### config.mk
export PLATFORM = sky130hd
export DESIGN_NAME = dropout_scheduler_flat
export DESIGN_NICKNAME = d
export VERILOG_FILES = /design/src/rtl/dropout_scheduler_if.sv /design/src/rtl/dropout_scheduler.sv /design/src/flat_wrapper.sv
export SDC_FILE = /design/constraint.sdc
export NUM_CORES = 1
export LEC_CHECK = 0
export ABC_CLOCK_PERIOD_IN_PS = 4700
export BUFFER_PORTS_ARGS = -buffer_cell sky130_fd_sc_hd__buf_2
export CAP_MARGIN = 20
export CORE_MARGIN = 1
export CORE_UTILIZATION = 53
export DETAILED_ROUTE_END_ITERATION = 7
export PLACE_DENSITY = 0.77
export SLEW_MARGIN = 0
export SYNTH_ARGS = -nofsm -noshare
export SYNTH_HDL_FRONTEND = slang
export SYNTH_SLANG_ARGS = --single-unit
### constraint.sdc
create_clock -name clk -period 4.7 [get_ports clk]
set_input_delay 1.41 -clock clk [delete_from_list [all_inputs] [get_ports clk]]
set_output_delay 1.41 -clock clk [all_outputs]
set_load 0.005 [all_outputs]
### src/rtl/dropout_scheduler_if.sv
// Sample stream bundle for the dropout scheduler: upstream valid/ready input
// and downstream valid/ready output carrying the masked sample and its mask.
interface dropout_scheduler_if #(
  parameter int N = 8
);
  logic         in_valid;
  logic [N-1:0] in_data;
  logic         in_ready;
  logic         out_valid;
  logic [N-1:0] out_data;
  logic [N-1:0] out_mask;
  logic         out_ready;

  modport master (
    output in_valid, in_data, out_ready,
    input  in_ready, out_valid, out_data, out_mask
  );

  modport slave (
    input  in_valid, in_data, out_ready,
    output in_ready, out_valid, out_data, out_mask
  );
endinterface

### src/rtl/dropout_scheduler.sv
// Burst sequencer for the random-dropout datapath: latches config, masks each
// accepted sample with an LFSR-derived keep mask and counts dropped bits.
//
//   state   | meaning
//   --------+---------------------------------------------------------
//   S_IDLE  | waiting for start; cfg_load honoured here only
//   S_RUN   | accepting samples until the burst count is exhausted
//   S_DRAIN | last sample accepted, waiting for its output handshake
//   S_DONE  | one-cycle done pulse, then back to idle
module dropout_scheduler #(
  parameter int N     = 8,
  parameter int CNT_W = 16
) (
  input  logic                 clk,
  input  logic                 reset,
  input  logic                 cfg_load,
  input  logic [15:0]          cfg_seed,
  input  logic [8:0]           cfg_keep,
  input  logic [7:0]           cfg_burst,
  input  logic                 start,
  input  logic                 abort,
  dropout_scheduler_if.slave   stream,
  output logic                 busy,
  output logic                 done,
  output logic [CNT_W-1:0]     drop_count
);

  localparam logic [15:0] SEED_DFLT = 16'hACE1;
  localparam logic [15:0] LFSR_TAPS = 16'hB400;

  typedef enum logic [1:0] {S_IDLE, S_RUN, S_DRAIN, S_DONE} state_t;

  state_t             state_q, state_d;
  logic [15:0]        seed_q, seed_d;
  logic [8:0]         keep_q, keep_d;
  logic [7:0]         burst_q, burst_d;
  logic [15:0]        lfsr_q, lfsr_d;
  logic [8:0]         remaining_q, remaining_d;
  logic               out_valid_q, out_valid_d;
  logic [N-1:0]       out_data_q, out_data_d;
  logic [N-1:0]       out_mask_q, out_mask_d;
  logic [CNT_W-1:0]   drop_count_q, drop_count_d;

  logic               in_ready_c;
  logic               accept;
  logic               out_hs;
  logic [N-1:0]       mask_c;
  logic [7:0]         r8;
  logic [4:0]         ones_c;
  logic [4:0]         drops_c;
  logic [CNT_W:0]     sum_c;

  // Bit i compares the low byte of the LFSR rotated left by i against keep.
  always_comb begin
    mask_c = '0;
    r8     = '0;
    ones_c = '0;
    for (int i = 0; i < N; i++) begin
      r8        = 8'((lfsr_q << i) | (lfsr_q >> (16 - i)));
      mask_c[i] = ({1'b0, r8} < keep_q);
      ones_c    = ones_c + 5'(mask_c[i]);
    end
    drops_c = 5'(N) - ones_c;
    sum_c   = {1'b0, drop_count_q} + (CNT_W+1)'(drops_c);
  end

  always_comb begin
    state_d      = state_q;
    seed_d       = seed_q;
    keep_d       = keep_q;
    burst_d      = burst_q;
    lfsr_d       = lfsr_q;
    remaining_d  = remaining_q;
    out_valid_d  = out_valid_q;
    out_data_d   = out_data_q;
    out_mask_d   = out_mask_q;
    drop_count_d = drop_count_q;

    busy       = (state_q != S_IDLE);
    done       = (state_q == S_DONE);
    out_hs     = out_valid_q && stream.out_ready;
    // abort also closes the input so no sample slips in on the abort cycle
    in_ready_c = (state_q == S_RUN) && !abort && (!out_valid_q || stream.out_ready);
    accept     = in_ready_c && stream.in_valid;

    case (state_q)
      S_IDLE: begin
        if (cfg_load) begin
          seed_d  = cfg_seed;
          keep_d  = cfg_keep;
          burst_d = cfg_burst;
        end
        if (start) begin
          state_d      = S_RUN;
          remaining_d  = {(burst_d == 8'd0), burst_d};
          drop_count_d = '0;
          lfsr_d       = (seed_d == 16'h0000) ? SEED_DFLT : seed_d;
        end
      end
      S_RUN: begin
        if (abort) begin
          state_d = S_IDLE;
        end else if (accept && (remaining_q == 9'd1)) begin
          state_d = S_DRAIN;
        end
      end
      S_DRAIN: begin
        if (abort) begin
          state_d = S_IDLE;
        end else if (out_hs) begin
          state_d = S_DONE;
        end
      end
      S_DONE: begin
        state_d = S_IDLE;
      end
      default: begin
        state_d = S_IDLE;
      end
    endcase

    if (accept) begin
      lfsr_d       = {1'b0, lfsr_q[15:1]} ^ (lfsr_q[0] ? LFSR_TAPS : 16'h0000);
      remaining_d  = remaining_q - 9'd1;
      out_valid_d  = 1'b1;
      out_data_d   = stream.in_data & mask_c;
      out_mask_d   = mask_c;
      drop_count_d = sum_c[CNT_W] ? '1 : sum_c[CNT_W-1:0];
    end else if (out_hs) begin
      out_valid_d = 1'b0;
    end

    if (abort && ((state_q == S_RUN) || (state_q == S_DRAIN))) begin
      out_valid_d = 1'b0;
    end
  end

  always_ff @(posedge clk) begin
    if (reset) begin
      state_q      <= S_IDLE;
      seed_q       <= SEED_DFLT;
      keep_q       <= 9'd256;
      burst_q      <= 8'd0;
      lfsr_q       <= SEED_DFLT;
      remaining_q  <= '0;
      out_valid_q  <= 1'b0;
      out_data_q   <= '0;
      out_mask_q   <= '0;
      drop_count_q <= '0;
    end else begin
      state_q      <= state_d;
      seed_q       <= seed_d;
      keep_q       <= keep_d;
      burst_q      <= burst_d;
      lfsr_q       <= lfsr_d;
      remaining_q  <= remaining_d;
      out_valid_q  <= out_valid_d;
      out_data_q   <= out_data_d;
      out_mask_q   <= out_mask_d;
      drop_count_q <= drop_count_d;
    end
  end

  assign stream.in_ready  = in_ready_c;
  assign stream.out_valid = out_valid_q;
  assign stream.out_data  = out_data_q;
  assign stream.out_mask  = out_mask_q;
  assign drop_count       = drop_count_q;

endmodule

### src/flat_wrapper.sv
// flat-port wrapper written by rule: the top's interface ports become plain ports
module dropout_scheduler_flat 
#(
  parameter int N     = 8,
  parameter int CNT_W = 16
)
  (clk, reset, cfg_load, cfg_seed, cfg_keep, cfg_burst, start, abort, busy, done, drop_count, stream_in_valid, stream_in_data, stream_out_ready, stream_in_ready, stream_out_valid, stream_out_data, stream_out_mask);
  dropout_scheduler_if #(.N(N)) stream_i ();
  input  logic clk;
  input  logic reset;
  input  logic cfg_load;
  input  logic [15:0] cfg_seed;
  input  logic [8:0] cfg_keep;
  input  logic [7:0] cfg_burst;
  input  logic start;
  input  logic abort;
  output logic busy;
  output logic done;
  output logic [CNT_W-1:0] drop_count;
  input wire logic [$bits(stream_i.in_valid)-1:0] stream_in_valid;
  input wire logic [$bits(stream_i.in_data)-1:0] stream_in_data;
  input wire logic [$bits(stream_i.out_ready)-1:0] stream_out_ready;
  output wire logic [$bits(stream_i.in_ready)-1:0] stream_in_ready;
  output wire logic [$bits(stream_i.out_valid)-1:0] stream_out_valid;
  output wire logic [$bits(stream_i.out_data)-1:0] stream_out_data;
  output wire logic [$bits(stream_i.out_mask)-1:0] stream_out_mask;
  assign stream_i.in_valid = stream_in_valid;
  assign stream_i.in_data = stream_in_data;
  assign stream_i.out_ready = stream_out_ready;
  assign stream_in_ready = stream_i.in_ready;
  assign stream_out_valid = stream_i.out_valid;
  assign stream_out_data = stream_i.out_data;
  assign stream_out_mask = stream_i.out_mask;
  dropout_scheduler #(.N(N), .CNT_W(CNT_W)) u_core (.clk(clk), .reset(reset), .cfg_load(cfg_load), .cfg_seed(cfg_seed), .cfg_keep(cfg_keep), .cfg_burst(cfg_burst), .start(start), .abort(abort), .stream(stream_i), .busy(busy), .done(done), .drop_count(drop_count));
endmodule
Yosys cells after proc, flatten, opt, wreduce, memory -nomap -nowiden
Cells that the tools add are included.

Bits in registers: 93. Word-level logic and storage cells: 89.

$add $sub $neg: 10. Magnitude comparators: 8. Eq/ne operators: 7. Mux-type cells: 24. Bitwise logic cells: 9. Reduce and logical (&&, ||, !) cells: 21.

Operator list (count): $mux 16 (11); $lt 8x9->1 (8); $add 5x1->5 (6); $mux 9 (3); $add 16x5->17 (1); $logic_not 16->1 (1); $mux 8 (2); $xor 15x16->16 (1); $mux 2 (5); $eq 9x1->1 const B (1); $sub 9x1->9 const B (1); $and 8x8->8 (1); $logic_not 8->1 (1); $or 8x1->8 (1); $or 8x2->8 (1); $or 8x3->8 (1); $or 8x4->8 (1); $or 8x5->8 (1); $or 8x6->8 (1); $or 8x7->8 (1); $pmux 2 s4 (1); $reduce_bool 2->1 (4); $logic_and 1x1->1 (6); $sub 4x5->5 const A (1); 13 further kinds (18).

Longest topological paths before layout
Gate-level depths: netlist (run 1).

Word-level depth: 13. Mapped depth: 23.

Worst setup path before layout (run 1)
OpenSTA, ideal clock, no wires.

Path kind: register to register. Start point: register u_core.keep_q[6]. End point: register u_core.drop_count_q[9], in the netlist u_core.drop_count[9]. Data arrival time: 4.826 ns. Data required time: 4.583 ns. Path slack: -0.242 ns. Stages on the path, launching flop included: 23. Path buffers: 0. Period minus slack after synthesis: 4.942 ns. Cells stage by stage: dfxtp_1 > inv_1 > ha_1 > o21ai_0 > a211oi_1 > nand2_1 > fa_1 > inv_1 > ha_1 > inv_1 > fa_1 > fa_1 > inv_1 > ha_1 > inv_1 > ha_1 > inv_1 > ha_1 > o21ai_1 > o21ai_4 > or4b_1 > a21o_1 > a22o_1.

RTL lines: start, declared (RTL line dropout_scheduler.sv:35) `logic [8:0] keep_q, keep_d;`; start signal, assigned (RTL line dropout_scheduler.sv:153) `keep_q <= keep_d;`; $lt 8x9->1 (RTL line dropout_scheduler.sv:60) `mask_c[i] = ({1'b0, r8} < keep_q);`; named net u_core.mask_c[4] (RTL line dropout_scheduler.sv:47) `logic [N-1:0] mask_c;`; $add 5x1->5 (4 in a row) (RTL line dropout_scheduler.sv:61) `ones_c = ones_c + 5'(mask_c[i]);`; $sub 4x5->5 (RTL line dropout_scheduler.sv:63) `drops_c = 5'(N) - ones_c;`; $add 16x5->17 (RTL line dropout_scheduler.sv:64) `sum_c = {1'b0, drop_count_q} + (CNT_W+1)'(drops_c);`; $mux 16 (RTL line dropout_scheduler.sv:128) `drop_count_d = sum_c[CNT_W] ? '1 : sum_c[CNT_W-1:0];`; $mux 16 (RTL line dropout_scheduler.sv:122) `if (accept) begin`; end signal, assigned (RTL line dropout_scheduler.sv:160) `drop_count_q <= drop_count_d;`; end, declared (RTL line dropout_scheduler.sv:42) `logic [CNT_W-1:0] drop_count_q, drop_count_d;`.

The timed path passes the listed nets, and every way through them passes these cells. A chain may end at the register's enable or synchronous reset.

Worst setup path in the final report (run 1)
Start point: register u_core.lfsr_q[0]. End point: register u_core.drop_count_q[5], in the netlist u_core.drop_count[5].

Cells in the longest elaborated chain, start to end: 13.

RTL lines: start, declared (RTL line dropout_scheduler.sv:37) `logic [15:0] lfsr_q, lfsr_d;`; start signal, assigned (RTL line dropout_scheduler.sv:155) `lfsr_q <= lfsr_d;`; $or 8x1->8 (RTL line dropout_scheduler.sv:59) `r8 = 8'((lfsr_q << i) | (lfsr_q >> (16 - i)));`; $lt 8x9->1 (RTL line dropout_scheduler.sv:60); $add 1x1->2 (RTL line dropout_scheduler.sv:61); $add 5x1->5 (5 in a row) (RTL line dropout_scheduler.sv:61); $add 5x1->5 * (RTL line dropout_scheduler.sv:61); $sub 4x5->5 * (RTL line dropout_scheduler.sv:63); $add 16x5->17 * (RTL line dropout_scheduler.sv:64); $mux 16 * (RTL line dropout_scheduler.sv:128); $mux 16 * (RTL line dropout_scheduler.sv:122).

Mark *: on every way between the ends. The rest lies on a longest branch, timed or not.

==> flow_summary.json, run 1 <==
{
  "place_area_um2": 7180,
  "start_util_pct": 54.7,
  "min_period_over_period_pct": 100,
  "ant_nets": 0,
  "crit_required_ns": 5.00,
  "worst_path_most_repeated_cell": "ha_1",
  "diodes": 0,
  "muxShareOfSynthArea_pct": 3.76,
  "p_leak_nw": 3.23,
  "synth-simple-area-share_pct": 20.4,
  "synthTopCellsByCount": "nand2_1 (122), dfxtp_1 (93), ha_1 (77)",
  "io_buffers": 83,
  "worstHoldStart": "u_core.stream.out_data[2]",
  "fp.dieW_um": 111,
  "synth_xor_area_share_pct": 0.834,
  "synth_edf_count": 0,
  "grt_max_degree": 72,
  "syn_nets": 900,
  "max_stage_delay_ns": 0.47,
  "die_y_um": 111,
  "fin_skew_ns": 0.00730,
  "synth-compound-area-share_pct": 24.3,
  "cts_num_sinks": 93,
  "grt_use_total_pct": 28.2,
  "cp_slowest_cell": "fa_2",
  "reg2reg_depth": 17,
  "hold_viol_final": 0,
  "drt-total-wl_um": 17300,
  "yosysTopAreaCellShare_pct": 29.6,
  "synth_fa_ha_area_share_pct": 16.6,
  "syn_to_final_growth_pct": 21.8,
  "setup_viol": 2,
  "clock_latency_ns": 0.35,
  "stdcell_area_um2": 7670,
  "nNetsFinal": 1013,
  "die_area_um2": 12300,
  "synth_top_area_cell": "dfxtp_1",
  "finalHoldWorstSlack_ns": 0.459,
  "yosysMostFrequentCell": "nand2_1",
  "worst_slack_ns": -0.0212,
  "outcome": "complete, but fails checks",
  "synth_seq_area_share_pct": 29.6,
  "hold_depth": 2,
  "violations": "design-rule violations, negative setup slack",
  "routabilityCongestion": 0.909,
  "drtIter0Drc": 389,
  "via_per_inst": 6.01,
  "routedWlPerCell_um": 16.7,
  "timing.setup.tns_ns": -0.0364,
  "drive_gt1_share_pct": 24.1,
  "synth-async-reset-ratio_pct": 0,
  "dp_cells": 1006,
  "ys_warn_count": 0,
  "maxCapViolCount": 0,
  "grt_setup_unrepaired": "yes",
  "synth_cells": 771,
  "finalWorstPathRequiredPeriod_ns": 4.72,
  "stdcell_count": 1032,
  "path_clk_slew_ns": 0.07,
  "path_cells": "buf_4, ha_1, nor2b_1, and3_1, a222oi_1, o21ai_0, ha_1, ha_1, inv_1, fa_2, fa_2, and2b_1, o2111ai_4, a2111oi_4, buf_4, o21bai_1, a22o_1",
  "crit_fanout": 10,
  "crit_type": "reg -> reg",
  "fillers": 942,
  "relSlewSlack_pct": 37.9,
  "ys_types": 68,
  "r2r_end": "u_core.drop_count[5]",
  "core_area_um2": 11500,
  "arrival_ns": 5.02,
  "holdPathEnd": "u_core.stream.out_data[2]",
  "holdBufCountCts": 0,
  "finish.utilization_pct": 66.6,
  "cellPowerDensity_nw_per_um2": 367,
  "overflow": 0,
  "reg2reg_slack_ns": -0.02,
  "grt_pass1_wl_um": 28200,
  "grt_pass1_vias": 5982,
  "io-pin-count": 84,
  "dr_total_vias": 6202,
  "ys.flop_type": "dfxtp_1",
  "total_power_mw": 2.81,
  "ys_ff_latch": 93,
  "ir_worst_vdd_mv": 0.195,
  "startpoint_type": "flip-flop",
  "cts-root-buf": "clkbuf_16",
  "grt_antenna_before_repair": 0,
  "syn_area_um2": 6300,
  "htreeDepth": 3,
  "cts_buffer_depth": 2,
  "dpl.hpwl_um": 12600,
  "cts_buffers": 9,
  "hp-class": "reg -> reg",
  "netlist_top_cells_area": "dfxtp_1 (30%), ha_1 (15%), nand2_1 (7.3%), a21oi_1 (5.5%), nor2_1 (2.9%)",
  "placementRows": 39,
  "end_kind": "flip-flop",
  "cts_tree": "built",
  "drcViolationCount": 6,
  "worst_pin_slew_ns": 0.931,
  "r2r_start": "u_core.lfsr_q[0]",
  "slew_viol_final": 0,
  "dr.pass1.iters": 7,
  "post-place-ws_ns": -0.0876,
  "avgSynthCellArea_um2": 8.17,
  "fmax_mhz": 212,
  "synth_top_family_by_area": "compound AO/OA/AOI/OAI gates"
}
worst max path at each step:
| stage | endpoint | startpoint | slack, ns | depth (start not counted) |
|---|---|---|---|---|
| final | u_core.drop_count[5] | u_core.lfsr_q[0] | -0.02 | 17 |
| after global routing | u_core.drop_count[5] | u_core.keep_q[4] | -0.21 | 23 |
| after CTS | u_core.drop_count[9] | u_core.keep_q[4] | -0.02 | 23 |
| after detailed placement | u_core.drop_count[5] | u_core.keep_q[4] | -0.09 | 19 |
| after global placement | u_core.drop_count[9] | u_core.keep_q[3] | -0.04 | 22 |
| after floorplan | u_core.drop_count[9] | u_core.keep_q[5] | 0.06 | 22 |
area by class of cell:
cell class	count	area [µm²]	area share [%]
Sequential cell	93	1880	24.5
Multi-Input combinational cell	607	4320	56.3
Timing Repair Buffer	141	872	11.4
Inverter	32	133	1.73
Clock inverter	4	31.3	0.408
Clock buffer	12	256	3.34
Tap cell	143	179	2.33
cell families (layout without fill, tap and decap cells):
family / count (synthesis) / after routing
adders and majority gates: 81 / 81
DFF: 93 / 93
AOI/OAI and AO/OA: 227 / 227
xor gates and xnor gates: 6 / 6
and+or+nand+nor: 270 / 270
buffers and inverters: 71 / 189
muxes: 23 / 23
registers in the layout, indices dropped and copies added (netlist names), 2 cells and up:
| register | cells |
|---|---|
| u_core.burst_q | 8 |
| u_core.stream.out_data | 8 |
| u_core.keep_q | 9 |
| u_core.state_q | 2 |
| u_core.stream.out_mask | 8 |
| u_core.seed_q | 16 |
| u_core.lfsr_q | 16 |
| u_core.remaining_q | 9 |
| u_core.drop_count | 16 |
power breakdown:
part	leakage (nW)	total, mW	switching [mW]	internal, mW
Sequential	0.765	0.926	0.0731	0.853
Combinational	2.33	1.17	0.614	0.561
Clock	0.131	0.714	0.324	0.390
Total	3.23	2.81	1.01	1.80
routing by layer:
layer | wire length, µm | up-vias | track usage (%)
met4 | 440 | 0 | 12.4
met1 | 7470 | 2944 | 34.2
li1 | - | 3043 | -
met2 | 8520 | 183 | 48.5
met3 | 847 | 32 | 5.08
met5 | 0 | - | 0
placed cells by master (no fill, tap or decap), types with 7 or more instances in the layout:
cell type  synthesis  final
nand2_1          122    121
buf_2             12     84
dfxtp_1           93     82
a21oi_1           69     67
ha_1              77     67
buf_4              1     55
nor2_1            49     49
inv_1             32     26
o21ai_0           32     23
a21o_1            19     19
mux2i_1           18     18
o211ai_1          15     15
nor3_1            15     15
nand3_1           14     14
nand2b_1          13     13
a211oi_1          19     13
o21ai_1            7     13
a311oi_1          11     11
a31oi_1           10     10
nand3b_1          10     10
clkbuf_16          0      9
dfxtp_2            0      9
a211o_1            8      8
or3_1              8      8
ha_4               0      8
a211oi_2           1      7
repair_timing:
item                       CTS  global route
buffers inserted             8             1
setup endpoints to repair   15            16
pin swaps                   13             8
gates resized for setup     24            18
cloned                       1             0
worst max-delay path: cells and delay by family, from the launching register on:
family,cells,cell delay (ns)
adders and majority gates,5,1.63
DFF,1,0.40
buffers and inverters,3,0.50
AOI/OAI and AO/OA,6,1.48
and+or+nand+nor,3,0.63
No activity file was read; power rests on OpenSTA's default activity.
==> run 2: changes to the inputs <==
--- a/config.mk
+++ b/config.mk
@@ -9,9 +9,8 @@
 export BUFFER_PORTS_ARGS = -buffer_cell sky130_fd_sc_hd__buf_2
 export CAP_MARGIN = 20
 export CORE_MARGIN = 1
-export CORE_UTILIZATION = 53
+export CORE_UTILIZATION = 40
 export DETAILED_ROUTE_END_ITERATION = 7
-export PLACE_DENSITY = 0.77
 export SLEW_MARGIN = 0
 export SYNTH_ARGS = -nofsm -noshare
 export SYNTH_HDL_FRONTEND = slang
==> constraint.sdc (replaced) <==
create_clock -name clk -period 4.7 [get_ports clk]
set_input_delay 1.41 -clock clk [delete_from_list [all_inputs] [get_ports clk]]
set_output_delay 1.41 -clock clk [all_outputs]
set_load 0.1 [all_outputs]
==> flow_summary.json, run 2 (same netlist as run 1, synthesis figures left out) <==
{
  "min_period_over_period_pct": 100,
  "violations": "negative setup slack",
  "core_area_um2": 15300,
  "grt_max_degree": 58,
  "reg2reg_depth": 23,
  "relSlewSlack_pct": 37.6,
  "dr.pass1.iters": 5,
  "routedWlPerCell_um": 15.9,
  "dpl.hpwl_um": 13100,
  "worst_pin_slew_ns": 0.935,
  "cts_buffers": 9,
  "start_util_pct": 41.3,
  "io-pin-count": 84,
  "hold_viol_final": 0,
  "crit_required_ns": 4.95,
  "placementRows": 45,
  "syn_to_final_growth_pct": 27.2,
  "cts_buffer_depth": 2,
  "io_buffers": 83,
  "htreeDepth": 3,
  "arrival_ns": 4.95,
  "grt_setup_unrepaired": "yes",
  "setup_viol": 1,
  "slew_viol_final": 0,
  "final_common_cell": "nand2_1",
  "drive_gt1_share_pct": 27.6,
  "grt_antenna_before_repair": 0,
  "ir_worst_vdd_mv": 0.198,
  "post-place-ws_ns": -0.107,
  "worst_path_most_repeated_cell": "ha_4",
  "end_kind": "flip-flop",
  "dp_cells": 1083,
  "multi_input_area_um2": 4480,
  "fp.dieW_um": 127,
  "max_stage_delay_ns": 0.48,
  "grt_pass1_vias": 6068,
  "path_cells": "clkinv_4, ha_4, a211o_1, a21oi_2, o21ai_2, nand2_1, fa_1, inv_1, ha_2, inv_1, fa_1, fa_2, inv_2, ha_4, inv_2, ha_4, inv_2, ha_4, o21ai_4, o21ai_4, or4b_4, a21o_1, a22o_1",
  "drt-total-wl_um": 17600,
  "fin_skew_ns": 0.00758,
  "dr_total_vias": 6128,
  "crit_type": "reg -> reg",
  "via_per_inst": 5.54,
  "cts_tree": "built",
  "nNetsFinal": 1019,
  "cts-root-buf": "clkbuf_16",
  "hold_depth": 2,
  "reg2reg_slack_ns": -0.0009,
  "p_leak_nw": 3.31,
  "fmax_mhz": 213,
  "outcome": "complete, but fails checks",
  "crit_fanout": 5,
  "r2r_start": "u_core.keep_q[4]",
  "final_cell_mix": "nand2_1 (120), buf_2 (83), dfxtp_1 (82), ha_1 (63), a21oi_1 (62)",
  "critPathBufInv": 6,
  "die_area_um2": 16200,
  "cts_num_sinks": 93,
  "ant_nets": 0,
  "clock_latency_ns": 0.35,
  "grt_pass1_wl_um": 29200,
  "overflow": 0,
  "path_clk_slew_ns": 0.07,
  "maxCapViolCount": 0,
  "routabilityCongestion": 0.926,
  "fillers": 1465,
  "cellPowerDensity_nw_per_um2": 393,
  "critPathTopFamily": "adder cells",
  "stdcell_count": 1106,
  "diodes": 0,
  "worst_slack_ns": -0.000910,
  "startpoint_type": "flip-flop",
  "r2r_end": "u_core.drop_count[9]",
  "drcViolationCount": 0,
  "drtIter0Drc": 234,
  "grt_use_total_pct": 22.4,
  "worstHoldStart": "u_core.stream.out_data[1]",
  "holdBufCountCts": 0,
  "hp-class": "reg -> reg",
  "cp_slowest_cell": "or4b_4",
  "die_y_um": 127,
  "finalWorstPathRequiredPeriod_ns": 4.70,
  "holdPathEnd": "u_core.stream.out_data[1]",
  "regArea_um2": 1880
}
run 2: cell types whose count changed in the layout (fill, tap and decap cells not counted), sizes merged:
| cell | before | now |
|---|---|---|
| buf | 141 | 147 |
| bufinv | 0 | 2 |
| clkinv | 0 | 2 |
| clkinvlp | 3 | 1 |
| clkbuf | 12 | 11 |
| inv | 33 | 32 |
run 2: where the power goes:
group	total, mW	internal, mW	switching, mW
combinational	1.41	0.635	0.772
clock	0.822	0.496	0.325
sequential	0.921	0.853	0.0678
run 2: worst max path at each step:
stage / startpoint / end / slack [ns] / cells past startpoint
detailed placement: u_core.keep_q[6] / u_core.drop_count[9] / -0.11 / 22
global placement: u_core.keep_q[5] / u_core.drop_count[9] / -0.03 / 22
CTS: u_core.keep_q[4] / u_core.drop_count[9] / -0.03 / 23
global route: u_core.keep_q[4] / u_core.drop_count[9] / -0.16 / 23
finish: u_core.keep_q[4] / u_core.drop_count[9] / -0.0009 / 23
floorplan: u_core.keep_q[5] / u_core.drop_count[9] / 0.05 / 22
run 2: repair_timing:
action,4_1_cts,5_1_grt
gates resized for setup,31,37
setup endpoints to repair,15,16
setup buffers,4,2
pin swaps,14,20
run 2: layout make-up:
type | instances | area share (%)
clock inverter | 5 | 1.02
timing repair buffer | 147 | 11.6
clock buffer | 11 | 3.15
multi-input combinational | 607 | 55.9
sequential | 93 | 23.5
inverter | 32 | 1.59
tap | 211 | 3.30
run 2: worst register-to-register path, delay by kind of cell, from the launching register on:
family          cells  cell delay [ns]
fa+ha+maj           8             2.28
flops               1             0.36
compound gates      7             1.05
simple gates        2             0.57
buf+inv             6             0.37
run 2: per-layer routing:
| layer | up-vias | part of all wire [%] | wire (µm) | GRT usage, % |
|---|---|---|---|---|
| met5 | - | 0 | 0 | 0 |
| met4 | 0 | 2.4 | 417 | 8.54 |
| met3 | 33 | 3.0 | 528 | 3.22 |
| met2 | 144 | 49 | 8660 | 39.4 |
| met1 | 2908 | 46 | 8020 | 27.5 |
| li1 | 3043 | - | - | - |
run 2: stage by stage:
| step | hold WS (ns) | setup TNS, ns | cell area [µm²] | util [%] | power (mW) |
|---|---|---|---|---|---|
| 2_1_floorplan | 0.436 | 0 | 6370 | - | 1.79 |
| 3_3_place_gp | 0.444 | -0.0335 | 7320 | 47.9 | 2.13 |
| 3_5_place_dp | 0.447 | -0.488 | 7320 | 47.9 | 2.18 |
| 4_1_cts | 0.455 | -0.0713 | 7810 | 51.2 | 3.05 |
| 5_1_grt | 0.485 | -0.918 | 8010 | 52.5 | 3.36 |
| 6_report | 0.456 | -0.000910 | 8010 | 52.5 | 3.15 |
